### src/rtl/iomem_fabric.sv
// iomem interconnect: tag-decoded routing to external slaves plus an internal GPIO/pulse/error bank.
// Optional slave-wait timeout enabled by defining IOMEM_FABRIC_TIMEOUT_EN.
module iomem_fabric #(
    parameter int unsigned          NUM_SLV     = 2,
    parameter logic [8*NUM_SLV-1:0] SLV_TAGS    = {8'h08, 8'h04},
    parameter logic [7:0]           GPIO_TAG    = 8'h03,
    parameter int unsigned          GPIO_W      = 8,
    parameter int unsigned          TIMEOUT_CYC = 1024
) (
    input  logic                    i_clk,
    input  logic                    i_rstn,
    input  logic                    i_mem_valid,
    output logic                    o_mem_ready,
    input  logic [3:0]              i_mem_wstrb,
    input  logic [31:0]             i_mem_addr,
    input  logic [31:0]             i_mem_wdata,
    output logic [31:0]             o_mem_rdata,
    output logic [NUM_SLV-1:0]      o_slv_valid,
    input  logic [NUM_SLV-1:0]      i_slv_ready,
    input  logic [32*NUM_SLV-1:0]   i_slv_rdata,
    output logic [31:0]             o_slv_addr,
    output logic [31:0]             o_slv_wdata,
    output logic [3:0]              o_slv_wstrb,
    output logic [GPIO_W-1:0]       o_gpio,
    input  logic [GPIO_W-1:0]       i_gpio,
    output logic [7:0]              o_pulse,
    output logic                    o_err
);

    typedef enum logic [1:0] {StIdle, StAccess, StResp} state_t;

    state_t              state_q, state_d;
    logic [NUM_SLV-1:0]  sel_q, sel_d;
    logic [31:0]         addr_q, addr_d;
    logic [31:0]         wdata_q, wdata_d;
    logic [3:0]          wstrb_q, wstrb_d;
    logic [31:0]         rdata_q, rdata_d;
    logic [GPIO_W-1:0]   gpio_q, gpio_d;
    logic [7:0]          pulse_q, pulse_d;
    logic                err_q, err_d;
    logic                err_set, err_clr;

    logic [NUM_SLV-1:0]  slv_hit;
    logic                slv_found;
    logic                gpio_hit;
    logic [23:0]         gpio_off;
    logic [31:0]         gpio_rd;
    logic [GPIO_W-1:0]   gpio_wr;
    logic [31:0]         sel_rdata;
    logic                sel_ready;

`ifdef IOMEM_FABRIC_TIMEOUT_EN
    localparam int unsigned CNT_W = $clog2(TIMEOUT_CYC);
    logic [CNT_W-1:0]    cnt_q, cnt_d;
    logic                cnt_expired;

    // Free-running only inside ACCESS, so it is zero on every ACCESS entry.
    always_comb begin
        cnt_d       = (state_q == StAccess) ? cnt_q + 1'b1 : '0;
        cnt_expired = (cnt_q == CNT_W'(TIMEOUT_CYC - 1));
    end
`endif

    // Address decode and GPIO read/write data, all from the live request.
    always_comb begin
        slv_hit   = '0;
        slv_found = 1'b0;
        for (int unsigned k = 0; k < NUM_SLV; k++) begin
            if (!slv_found && i_mem_addr[31:24] == SLV_TAGS[8*k +: 8]) begin
                slv_hit[k] = 1'b1;
                slv_found  = 1'b1;
            end
        end
        gpio_hit = !slv_found && (i_mem_addr[31:24] == GPIO_TAG);
        gpio_off = i_mem_addr[23:0];

        gpio_rd = '0;
        case (gpio_off)
            24'h0:   gpio_rd[GPIO_W-1:0] = gpio_q;
            24'h4:   gpio_rd[GPIO_W-1:0] = i_gpio;
            24'hC:   gpio_rd[0]          = err_q;
            default: gpio_rd             = '0;
        endcase

        for (int unsigned i = 0; i < GPIO_W; i++) begin
            gpio_wr[i] = i_mem_wstrb[i/8] ? i_mem_wdata[i] : gpio_q[i];
        end

        sel_rdata = '0;
        for (int unsigned k = 0; k < NUM_SLV; k++) begin
            if (sel_q[k]) begin
                sel_rdata = sel_rdata | i_slv_rdata[32*k +: 32];
            end
        end
        sel_ready = |(i_slv_ready & sel_q);
    end

    always_comb begin
        state_d = state_q;
        sel_d   = sel_q;
        addr_d  = addr_q;
        wdata_d = wdata_q;
        wstrb_d = wstrb_q;
        rdata_d = rdata_q;
        gpio_d  = gpio_q;
        pulse_d = '0;
        err_set = 1'b0;
        err_clr = 1'b0;

        unique case (state_q)
            StIdle: begin
                if (i_mem_valid) begin
                    addr_d  = i_mem_addr;
                    wdata_d = i_mem_wdata;
                    wstrb_d = i_mem_wstrb;
                    if (slv_found) begin
                        sel_d   = slv_hit;
                        state_d = StAccess;
                    end else if (gpio_hit) begin
                        rdata_d = gpio_rd;
                        state_d = StResp;
                        if (i_mem_wstrb != 4'b0) begin
                            case (gpio_off)
                                24'h0:   gpio_d = gpio_wr;
                                24'h8:   if (i_mem_wstrb[0]) pulse_d = i_mem_wdata[7:0];
                                24'hC:   err_clr = i_mem_wstrb[0] & i_mem_wdata[0];
                                default: gpio_d = gpio_q;
                            endcase
                        end
                    end else begin
                        rdata_d = '0;
                        err_set = 1'b1;
                        state_d = StResp;
                    end
                end
            end
            StAccess: begin
`ifdef IOMEM_FABRIC_TIMEOUT_EN
                // Ready in the expiry cycle takes priority over the timeout.
                if (sel_ready) begin
                    rdata_d = sel_rdata;
                    state_d = StResp;
                end else if (cnt_expired) begin
                    rdata_d = 32'hDEAD_BEEF;
                    err_set = 1'b1;
                    state_d = StResp;
                end
`else
                if (sel_ready) begin
                    rdata_d = sel_rdata;
                    state_d = StResp;
                end
`endif
            end
            StResp: state_d = StIdle;
            default: state_d = StIdle;
        endcase

        err_d = err_set ? 1'b1 : (err_clr ? 1'b0 : err_q);
    end

    always_ff @(posedge i_clk) begin
        if (!i_rstn) begin
            state_q <= StIdle;
            sel_q   <= '0;
            addr_q  <= '0;
            wdata_q <= '0;
            wstrb_q <= '0;
            rdata_q <= '0;
            gpio_q  <= '0;
            pulse_q <= '0;
            err_q   <= 1'b0;
`ifdef IOMEM_FABRIC_TIMEOUT_EN
            cnt_q   <= '0;
`endif
        end else begin
            state_q <= state_d;
            sel_q   <= sel_d;
            addr_q  <= addr_d;
            wdata_q <= wdata_d;
            wstrb_q <= wstrb_d;
            rdata_q <= rdata_d;
            gpio_q  <= gpio_d;
            pulse_q <= pulse_d;
            err_q   <= err_d;
`ifdef IOMEM_FABRIC_TIMEOUT_EN
            cnt_q   <= cnt_d;
`endif
        end
    end

    assign o_mem_ready = (state_q == StResp);
    assign o_mem_rdata = rdata_q;
    assign o_slv_valid = sel_q & {NUM_SLV{state_q == StAccess}};
    assign o_slv_addr  = addr_q;
    assign o_slv_wdata = wdata_q;
    assign o_slv_wstrb = wstrb_q;
    assign o_gpio      = gpio_q;
    assign o_pulse     = pulse_q;
    assign o_err       = err_q;

endmodule
### config.mk
export PLATFORM = sky130hd
export DESIGN_NAME = iomem_fabric
export DESIGN_NICKNAME = d
export VERILOG_FILES = /design/src/rtl/iomem_fabric.sv
export SDC_FILE = /design/constraint.sdc
export NUM_CORES = 1
export LEC_CHECK = 0
export ABC_AREA = 0
export BUFFER_PORTS_ARGS = -buffer_cell sky130_fd_sc_hd__buf_2
export CAP_MARGIN = 20
export CORE_MARGIN = 2
export CORE_UTILIZATION = 40
export CTS_CLUSTER_SIZE = 12
export DETAILED_ROUTE_END_ITERATION = 10
export GPL_TIMING_DRIVEN = 0
export PLACE_DENSITY = 0.76
export SETUP_SLACK_MARGIN = 0.15
export SYNTH_ARGS = -nofsm -noshare
export SYNTH_HDL_FRONTEND = slang
export SYNTH_SLANG_ARGS = --single-unit
### constraint.sdc
create_clock -name i_clk -period 1.7 [get_ports i_clk]
set_clock_uncertainty 0.15 [all_clocks]
set_input_delay 0 -clock i_clk [delete_from_list [all_inputs] [get_ports i_clk]]
set_output_delay 0 -clock i_clk [all_outputs]
set_load 0.01 [all_outputs]
# Word-level counts from Yosys, hierarchy flattened
# Index checks and enable logic that the tools add are counted.
# totals
ramBits	0
out_inout_bits	120
latch_bits	0
mem_count	0
regBits	121
rom_bits	0
elab_cells	76
# op_classes
muxes	28
shift	0
n_addsub	0
n_div	0
magnitude_cmp	0
n_eq_ne	11
bitwise	12
n_mul	0
n_reduce_logical	16
# op_table
op	n
two-way mux 32 bit	5
case mux 32 bit (2 select lines)	1
equality test 24 x 4 -> 1 bit (second input constant)	2
OR 32 bit	1
equality test 24 x 3 -> 1 bit (second input constant)	1
zero test 24 bit	1
two-way mux 1 bit	15
case mux 7 bit (2 select lines)	1
equality test 8 x 2 -> 1 bit (second input constant)	1
equality test 8 x 3 -> 1 bit (second input constant)	1
equality test 8 x 4 -> 1 bit (second input constant)	1
two-way mux 8 bit	1
inverter 1 bit	8
OR reduction 8 bit	1
AND reduction 7 bit	1
two-way mux 2 bit	3
inequality test 2 bit (second input constant)	3
AND 2 bit	2
case mux 2 bit (2 select lines)	1
AND reduction 2 bit	2
AND reduction 4 bit	1
nonzero test 2 bit	2
nonzero test 4 bit	1
case mux 1 bit (3 select lines)	1
other kinds (8)	10

# Longest topological paths before layout
# Gate-level depths: netlist (run 1).
# logic_depth
word_depth	13
mapped_depth	7
mapped_depth_nobuf	4

# Worst setup path before layout (run 1)
# Ideal clock, no wire load.
# synth_path
kind	register to register
start	register state_q[1]
end	register gpio_q[0], in the netlist o_gpio[0]
period_less_slack_ns	1.844
arrival_time_ns	1.623
slack_ns	-0.144
n_path_buf	2
required_ns	1.478
setup_ns	0.072
path_stages_with_launch	7
path_cell_list	dfxtp_1 or3b_1 buf_2 nor4_2 and4b_1 buf_6 mux2i_1
# synth_between
elab_chain_cells	2
# synth_rtl
element	line	source
start, declared	32	state_t state_q, state_d;
start signal, assigned	164	state_q <= StIdle;
start signal, assigned	177	state_q <= state_d;
zero test 2 bit	110	unique case (state_q)
AND reduction 7 bit (no source line)	n/a	
end signal, assigned	183	gpio_q <= gpio_d;
end, declared	38	logic [GPIO_W-1:0] gpio_q, gpio_d;
# Every way passes these cells.
# A chain may end at the register's enable or synchronous reset.

# Worst setup path after layout (run 1)
# layout_path
start	input port i_mem_addr[26]
end	register rdata_q[4], in the netlist o_mem_rdata[4]
# layout_between
elab_chain_cells	11
elab_cells_between_ends	15
# layout_rtl
element	line	source
start, declared	15	input logic [31:0] i_mem_addr,
equality test 8 x 3 -> 1 bit	69	if (!slv_found && i_mem_addr[31:24] == SLV_TAGS[8*k +: 8]) begin
two-way mux 1 bit	69	
zero test 1 bit	69	
logical AND 1 bit	69	
two-way mux 1 bit	69	
zero test 1 bit	74	gpio_hit = !slv_found && (i_mem_addr[31:24] == GPIO_TAG);
logical AND 1 bit	74	
two-way mux 8 bit	119	end else if (gpio_hit) begin
two-way mux 32 bit	116	if (slv_found) begin
two-way mux 32 bit	112	if (i_mem_valid) begin
case mux 32 bit (2 select lines)	110	
end signal, assigned	182	rdata_q <= rdata_d;
end, declared	37	logic [31:0] rdata_q, rdata_d;
# Several ways; a longest one is shown, not always the timed one. The select of a mux whose other input is x is not followed.

==> results of run 1 <==
[per-layer routing]
metal	wire length, µm	vias up
met2	13410	510
met3	2409	142
met1	9337	3361
met4	1636	0
li1	-	3005
met5	0	-
[Yosys cell counts (10+ instances only)]
cell type  instances  share of area
a211oi_1          24          0.037
a21oi_1           71          0.072
a22oi_1           26          0.040
and2_1            12          0.015
buf_2             16          0.016
clkbuf_1          32          0.024
dfxtp_1          121           0.49
mux2i_1           15          0.031
nand2_1          163           0.12
nand4_1           10          0.013
nor2_1            11         0.0084
nor3_1            32          0.033
[cell type report]
type | count | area share
plain buffers | 51 | 0.04608
clock buffers | 24 | 0.04708
repair buffers | 444 | 0.3238
flip-flops and latches | 121 | 0.2425
multi-input cells | 412 | 0.3162
clock inverters | 8 | 0.004745
diodes | 2 | 0.0004995
inverters | 2 | 0.0007493
well taps | 147 | 0.01836
[registers in the layout, summed over array words and instances (netlist names)]
register     count
o_err            1
o_gpio           8
o_mem_rdata     32
o_pulse          8
o_slv_addr      32
o_slv_wdata     32
o_slv_wstrb      4
sel_q            2
state_q          2
[how the worst max path moves through the flow]
stage / cells past startpoint / from / to / slack (ns)
detailed placement: 5 / state_q[1] / o_slv_addr[22] / -0.71
finish: 8 / i_mem_addr[26] / o_mem_rdata[4] / -0.33
global placement: 5 / state_q[0] / o_slv_addr[29] / -0.73
global route: 8 / i_mem_addr[27] / o_mem_rdata[25] / -0.32
floorplan: 5 / state_q[1] / o_slv_wstrb[0] / -0.02
CTS: 7 / state_q[0] / o_mem_rdata[15] / -0.19
[worst register-to-register path: cells and delay by family, from the launching register on]
family,cells,cell delay [ns]
AND/OR/NAND/NOR,3,0.85
buffers and inverters,2,0.31
flip-flops,1,0.36
multiplexers,1,0.24
[power by group]
| group | total [mW] | switching [mW] | leakage [nW] | internal, mW |
|---|---|---|---|---|
| sequential | 3.12 | 0.136 | 0.994 | 2.99 |
| clock | 3.23 | 1.31 | 0.250 | 1.92 |
| combinational | 1.70 | 0.842 | 3.38 | 0.859 |
| total | 8.06 | 2.29 | 4.63 | 5.77 |
[layout by cell type, fill, tap and decap left out, drive strengths merged, types with 2 or more instances in the layout]
cell and count:
buf 324, nand2 163, dlygate4sd3 138, dfxtp 121
a21oi 71, clkbuf 54, nor3 33, a22oi 26
a211oi 24, mux2i 15, and2 12, nor2 11
nand4 10, a22o 8, a311oi 8, nor4 7
clkinv 5, nand2b 3, clkinvlp 3, or4 3
diode 2, inv 2, and4b 2, dlymetal6s4s 2
nor2b 2
[kinds of logic after synthesis]
logic type / synth area share
DFF: 0.4940
buffers and inverters: 0.04619
AOI/OAI and AO/OA: 0.1865
xor gates and xnor gates: 0.001786
and+or+nand+nor: 0.2386
muxes: 0.03292
[metrics by stage]
step                instance area [µm²]  power [mW]
global route                      10020       8.264
finish                            10020       8.058
detailed placement                 6479       4.008
global placement                   6479       3.991
CTS                                9077       7.591
floorplan                          4974       3.561
[timing repair]
item | in CTS | in global routing
endpoints found under the setup margin | 123 | 122
hold endpoints to repair | 119 | 1
pin swaps | 14 | 154
resized for setup | 106 | 222
setup buffers | 26 | 3
cloned | 9 | 2
==> summary.txt, run 1 <==
CTS
  • H-tree lvl count: 4
  • Clk buf depth: 2
  • TritonCTS Buffers: 17
  • Worst skew pair latency: 0.42 ns
  • Root Buffer: clkbuf_16
  • Clk slew on worst S/H paths: 0.05 ns
  • # clock sinks: 121
  • Hold Buf Count CTS: 140
  • CTS tree: yes

Detailed routing
  • DRT iter0 DRCs: 626
  • Antenna Nets Post-Route: 0
  • DRT Wirelength: 26790 µm
  • Vias per cell: approximately 5.8
  • Via count: 7018
  • Routed WL per cell: around 22 µm
  • Drt first pass iters: 8
  • Number of remaining DRC errors: 0

Floorplan
  • Chip width: 114.7 µm
  • Num ports: 265
  • Rows: 40
  • Core ar.: about 12000 µm²
  • Area of the die: between 10000 and 15000 µm²
  • Die Ht: around 110 µm
  • Initial Util: 0.4082

Layout
  • Ratio of cells with drive above 1 in the final layout: 0.5038
  • P&R area growth vs syn: 104.3%
  • Area of the multi-input gates: around 3200 µm²
  • Number of fill cells: 577
  • Util after Layout: 0.8342
  • Register area: 2430 µm²
  • Final #Nets: ~1200
  • Non-Filler Instances: 1211

Hold path
  • Hold Path Sink: state_q[0]
  • Worst min path class: primary input to register
  • Hold path start: i_slv_ready[1]
  • Hold Crit Depth: 4

GRT
  • Global-route wire length before repair: 33260 µm
  • M1 GR Usage: 0.3360
  • Initial antenna violation count: 2
  • Total GRT Usage: 0.3273
  • GRT overflow: 0
  • GRT met2 Usage: 0.5941
  • Met3 Use GR: 0.09794
  • Number of global-route vias before repair: 6729
  • Gr busiest metal: met2
  • Pin count of the biggest net entering global routing: 17

STA
  • Crit path time final: slightly above 2 ns
  • Least-Margin Pin Slew: approximately 0.88 ns
  • # setup viols final: 119
  • Final hold viol count: 1
  • WHS: -0.1929 ns
  • Setup TNS: -20.26 ns
  • Slew Viols, Final: 0
  • Final WS setup: -0.3274 ns
  • Max frequency: 493.3 MHz
  • Tcrit/Tclk final: 1.193
  • Unrepaired setup endpoints after global routing: true
  • Slew margin rel.: 0.4111

Synth
  • Number of synthesized flops with an enable pin: 0
  • Ys flop type: dfxtp_1
  • Seq/Total Area, Yosys: 0.4940
  • Ys Warns: 0
  • Yosys reg bits: 121
  • Post-synthesis instance total: 586
  • FFs w/ async S/R, synth: 0
  • Post-Syn Area: 4903 µm²
  • Syn Area/Cell: between 8 and 9 µm²
  • Netlist cell types: 41
  • Synth Net Count: 731

Worst setup path
  • CP Launch Type: primary input
  • Worst path cell trace: buf_2 -> dlygate4sd3_1 -> xor2_1 -> a31oi_4 -> or2_1 -> buf_8 -> buf_8 -> a311oi_2
  • Depth of the worst register-to-register path: 6
  • Max incr delay on CP: 0.69 ns
  • Top cell by count, worst path: buf_8
  • Reg2reg end: o_gpio[6]
  • Reg2reg setup slack: -0.28 ns
  • Top cell family by delay on the critical path: buffers and inverters
  • Crit path kind: primary input to register
  • Crit path arrival time: about 2.2 ns
  • Cell type of the slowest stage on the worst timing path: dlygate4sd3_1
  • Crit. End Element: register
  • CP Max Fanout: 8
  • FF-to-FF Start: state_q[1]
  • Worst path bufs/invs: 4
  • CP required: 1.87 ns

Placed design
  • HPWL after DPL: roughly 12000 µm
  • GPL Wtd Cong: 0.7857
  • Pre-CTS setup slack: -0.7093 ns
  • PortBufs: 264
  • # placed instances: 997

Pwr
  • Pwr Density: 804.2 nW/µm²
  • Worst vdd ir: 0.8261 mV
  • Leak: 4.627 nW

Run status
  • Failing checks: hold timing, setup timing
  • Status: complete, but fails checks

Run
  • MaxCap Viol Count: 0
No activity file was read; power rests on OpenSTA's default activity.
==> run 2: changes to the inputs <==
--- a/config.mk
+++ b/config.mk
@@ -12,7 +12,6 @@
 export CORE_UTILIZATION = 40
 export CTS_CLUSTER_SIZE = 12
 export DETAILED_ROUTE_END_ITERATION = 10
-export GPL_TIMING_DRIVEN = 0
 export PLACE_DENSITY = 0.76
 export SETUP_SLACK_MARGIN = 0.15
 export SYNTH_ARGS = -nofsm -noshare
==> constraint.sdc (replaced) <==
create_clock -name i_clk -period 1.7 [get_ports i_clk]
set_clock_uncertainty 0.15 [all_clocks]
set_input_delay 0.17 -clock i_clk [delete_from_list [all_inputs] [get_ports i_clk]]
set_output_delay 0.17 -clock i_clk [all_outputs]
set_load 0.01 [all_outputs]
==> run 2 against run 1 <==
  * The run ends with setup timing left
  * Via count decreased by 17%
  * Design area is 16% lower
  * Total power is 3.0% lower
  * Hold slack gained 0.20 ns
  * Combinational power shrank 32%
  * Global-route usage down 6.0 points
==> summary.txt, run 2 (same netlist as run 1, synthesis figures left out) <==
Run status
  • Status: complete, but fails checks
  • Failing checks: setup timing

STA
  • Slew Viols, Final: 0
  • # setup viols final: 41
  • Final hold viol count: 0
  • WHS: between 0.004 and 0.005 ns
  • Final WS setup: -0.08672 ns
  • Least-Margin Pin Slew: 0.4942 ns
  • Unrepaired setup endpoints after global routing: true
  • Crit path time final: 1.787 ns
  • Tcrit/Tclk final: 1.051
  • Max frequency: 559.7 MHz
  • Slew margin rel.: 0.6691

GRT
  • Total GRT Usage: 0.2675
  • Pin count of the biggest net entering global routing: 55
  • GRT overflow: 0
  • Number of global-route vias before repair: 5702
  • Initial antenna violation count: 0
  • Global-route wire length before repair: 27530 µm

Worst setup path
  • CP Launch Type: register
  • Reg2reg setup slack: -0.09 ns
  • Crit path arrival time: 1.92 ns
  • CP required: 1.83 ns
  • Depth of the worst register-to-register path: 6
  • Critical Path Source: state_q[0]
  • Crit. End Element: register
  • Worst setup endpoint: o_mem_rdata[21]
  • Reg2reg end: o_mem_rdata[21]
  • CP Max Fanout: 5
  • Crit path kind: register to register
  • FF-to-FF Start: state_q[0]

Placed design
  • Post-DP Area: 6690 µm²
  • GPL Wtd Cong: 0.8140
  • HPWL after DPL: 11310 µm
  • PortBufs: 264

Pwr
  • Pwr Density: slightly above 900 nW/µm²
  • Worst vdd ir: 0.7483 mV
  • Pwr Total: 7.814 mW
  • Leak: 3.830 nW

CTS
  • Clk buf depth: 2
  • H-tree lvl count: 4
  • Clk slew on worst S/H paths: 0.05 ns
  • CTS tree: yes
  • # clock sinks: 121
  • Worst skew pair latency: about 0.41 ns
  • Root Buffer: clkbuf_16
  • TritonCTS Buffers: 17

Layout
  • Final #Nets: 1100
  • Most common cell after layout, fill and taps aside: buf_2
  • P&R area growth vs syn: 71.93%
  • Most frequent cells in the layout: 261 x buf_2, 163 x nand2_1, 119 x dfxtp_1
  • Register area: 2425 µm²
  • Post-route cell area: 8431 µm²
  • Area of the multi-input gates: 2401 µm²
  • Number of fill cells: between 800 and 900
  • ANT cells: 0
  • Ratio of cells with drive above 1 in the final layout: 0.4039

Detailed routing
  • Drt first pass iters: 5
  • Via count: 5833
  • DRT Wirelength: approximately 18000 µm
  • Number of remaining DRC errors: 0
  • Vias per cell: about 5.2
  • DRT iter0 DRCs: 351
  • Antenna Nets Post-Route: 0
  • Routed WL per cell: 16.55 µm

Floorplan
  • Initial Util: 0.4082
  • Chip width: 114.7 µm
  • Core ar.: 12010 µm²
  • Die Ht: ~110 µm
  • Num ports: 265
  • Area of the die: about 13000 µm²
  • Rows: 40

Hold path
  • Worst min path class: primary input to register

Run
  • MaxCap Viol Count: 0
## run 2: through the flow
step / setup slack [ns] / TNS (ns) / std cells / utilization
2_1_floorplan: -0.03954 / -1.554 / 586 / -
3_3_place_gp: -0.2590 / -9.270 / 989 / 0.5570
3_5_place_dp: -0.3078 / -11.45 / 989 / 0.5570
4_1_cts: -0.08859 / -2.528 / 1111 / 0.6942
5_1_grt: -0.1488 / -6.121 / 1115 / 0.7019
6_report: -0.08672 / -2.751 / 1115 / 0.7019
## run 2: power breakdown
group / total (mW) / internal [mW] / switching, mW / leakage [nW]
logic: 1.16 / 0.586 / 0.579 / 2.55
clock network: 3.59 / 2.35 / 1.24 / 0.291
registers: 3.06 / 2.99 / 0.0753 / 0.993
total: 7.81 / 5.92 / 1.89 / 3.83
## run 2: timing repair
action	4_1_cts	5_1_grt
setup endpoints to repair	123	123
resized for setup	22	10
hold buffers	76	0
setup buffers	10	3
endpoints found under the hold margin	89	0
cloned	4	1
pin swaps	4	17
## run 2: worst min path at each step
stage | start | end | depth (start not counted)
5_1_grt | i_slv_rdata[51] | o_mem_rdata[19] | 3
3_3_place_gp | i_mem_wdata[2] | o_pulse[2] | 2
6_report | i_slv_rdata[57] | o_mem_rdata[25] | 3
3_5_place_dp | i_mem_wdata[2] | o_pulse[2] | 2
4_1_cts | i_slv_rdata[51] | o_mem_rdata[19] | 3
2_1_floorplan | i_mem_wdata[0] | o_pulse[0] | 1
## run 2: worst max-delay path: stages (launching register included)
cell,delay (ns)
dfxtp_2,0.32
or3b_4,0.43
a31oi_4,0.26
or2_4,0.21
buf_12,0.12
buf_8,0.10
a211oi_1,0.06
## run 2: cell type report
class                           count  area share
Clock inverter                      6     0.01024
Clock buffer                       26     0.06040
Sequential cell                   121      0.2876
Inverter                            2    0.001039
Multi-Input combinational cell    412      0.2848
Tap cell                          147     0.02182
Timing Repair Buffer              401      0.3341
## run 2: per-layer routing
layer | wire (µm) | up-vias | part of all wire | track usage
met3 | 1498 | 34 | 0.081 | 0.07888
met5 | 0 | - | 0 | 0
li1 | - | 2798 | - | -
met2 | 9625 | 274 | 0.52 | 0.5002
met4 | 439 | 0 | 0.024 | 0.1052
met1 | 6885 | 2727 | 0.37 | 0.2808
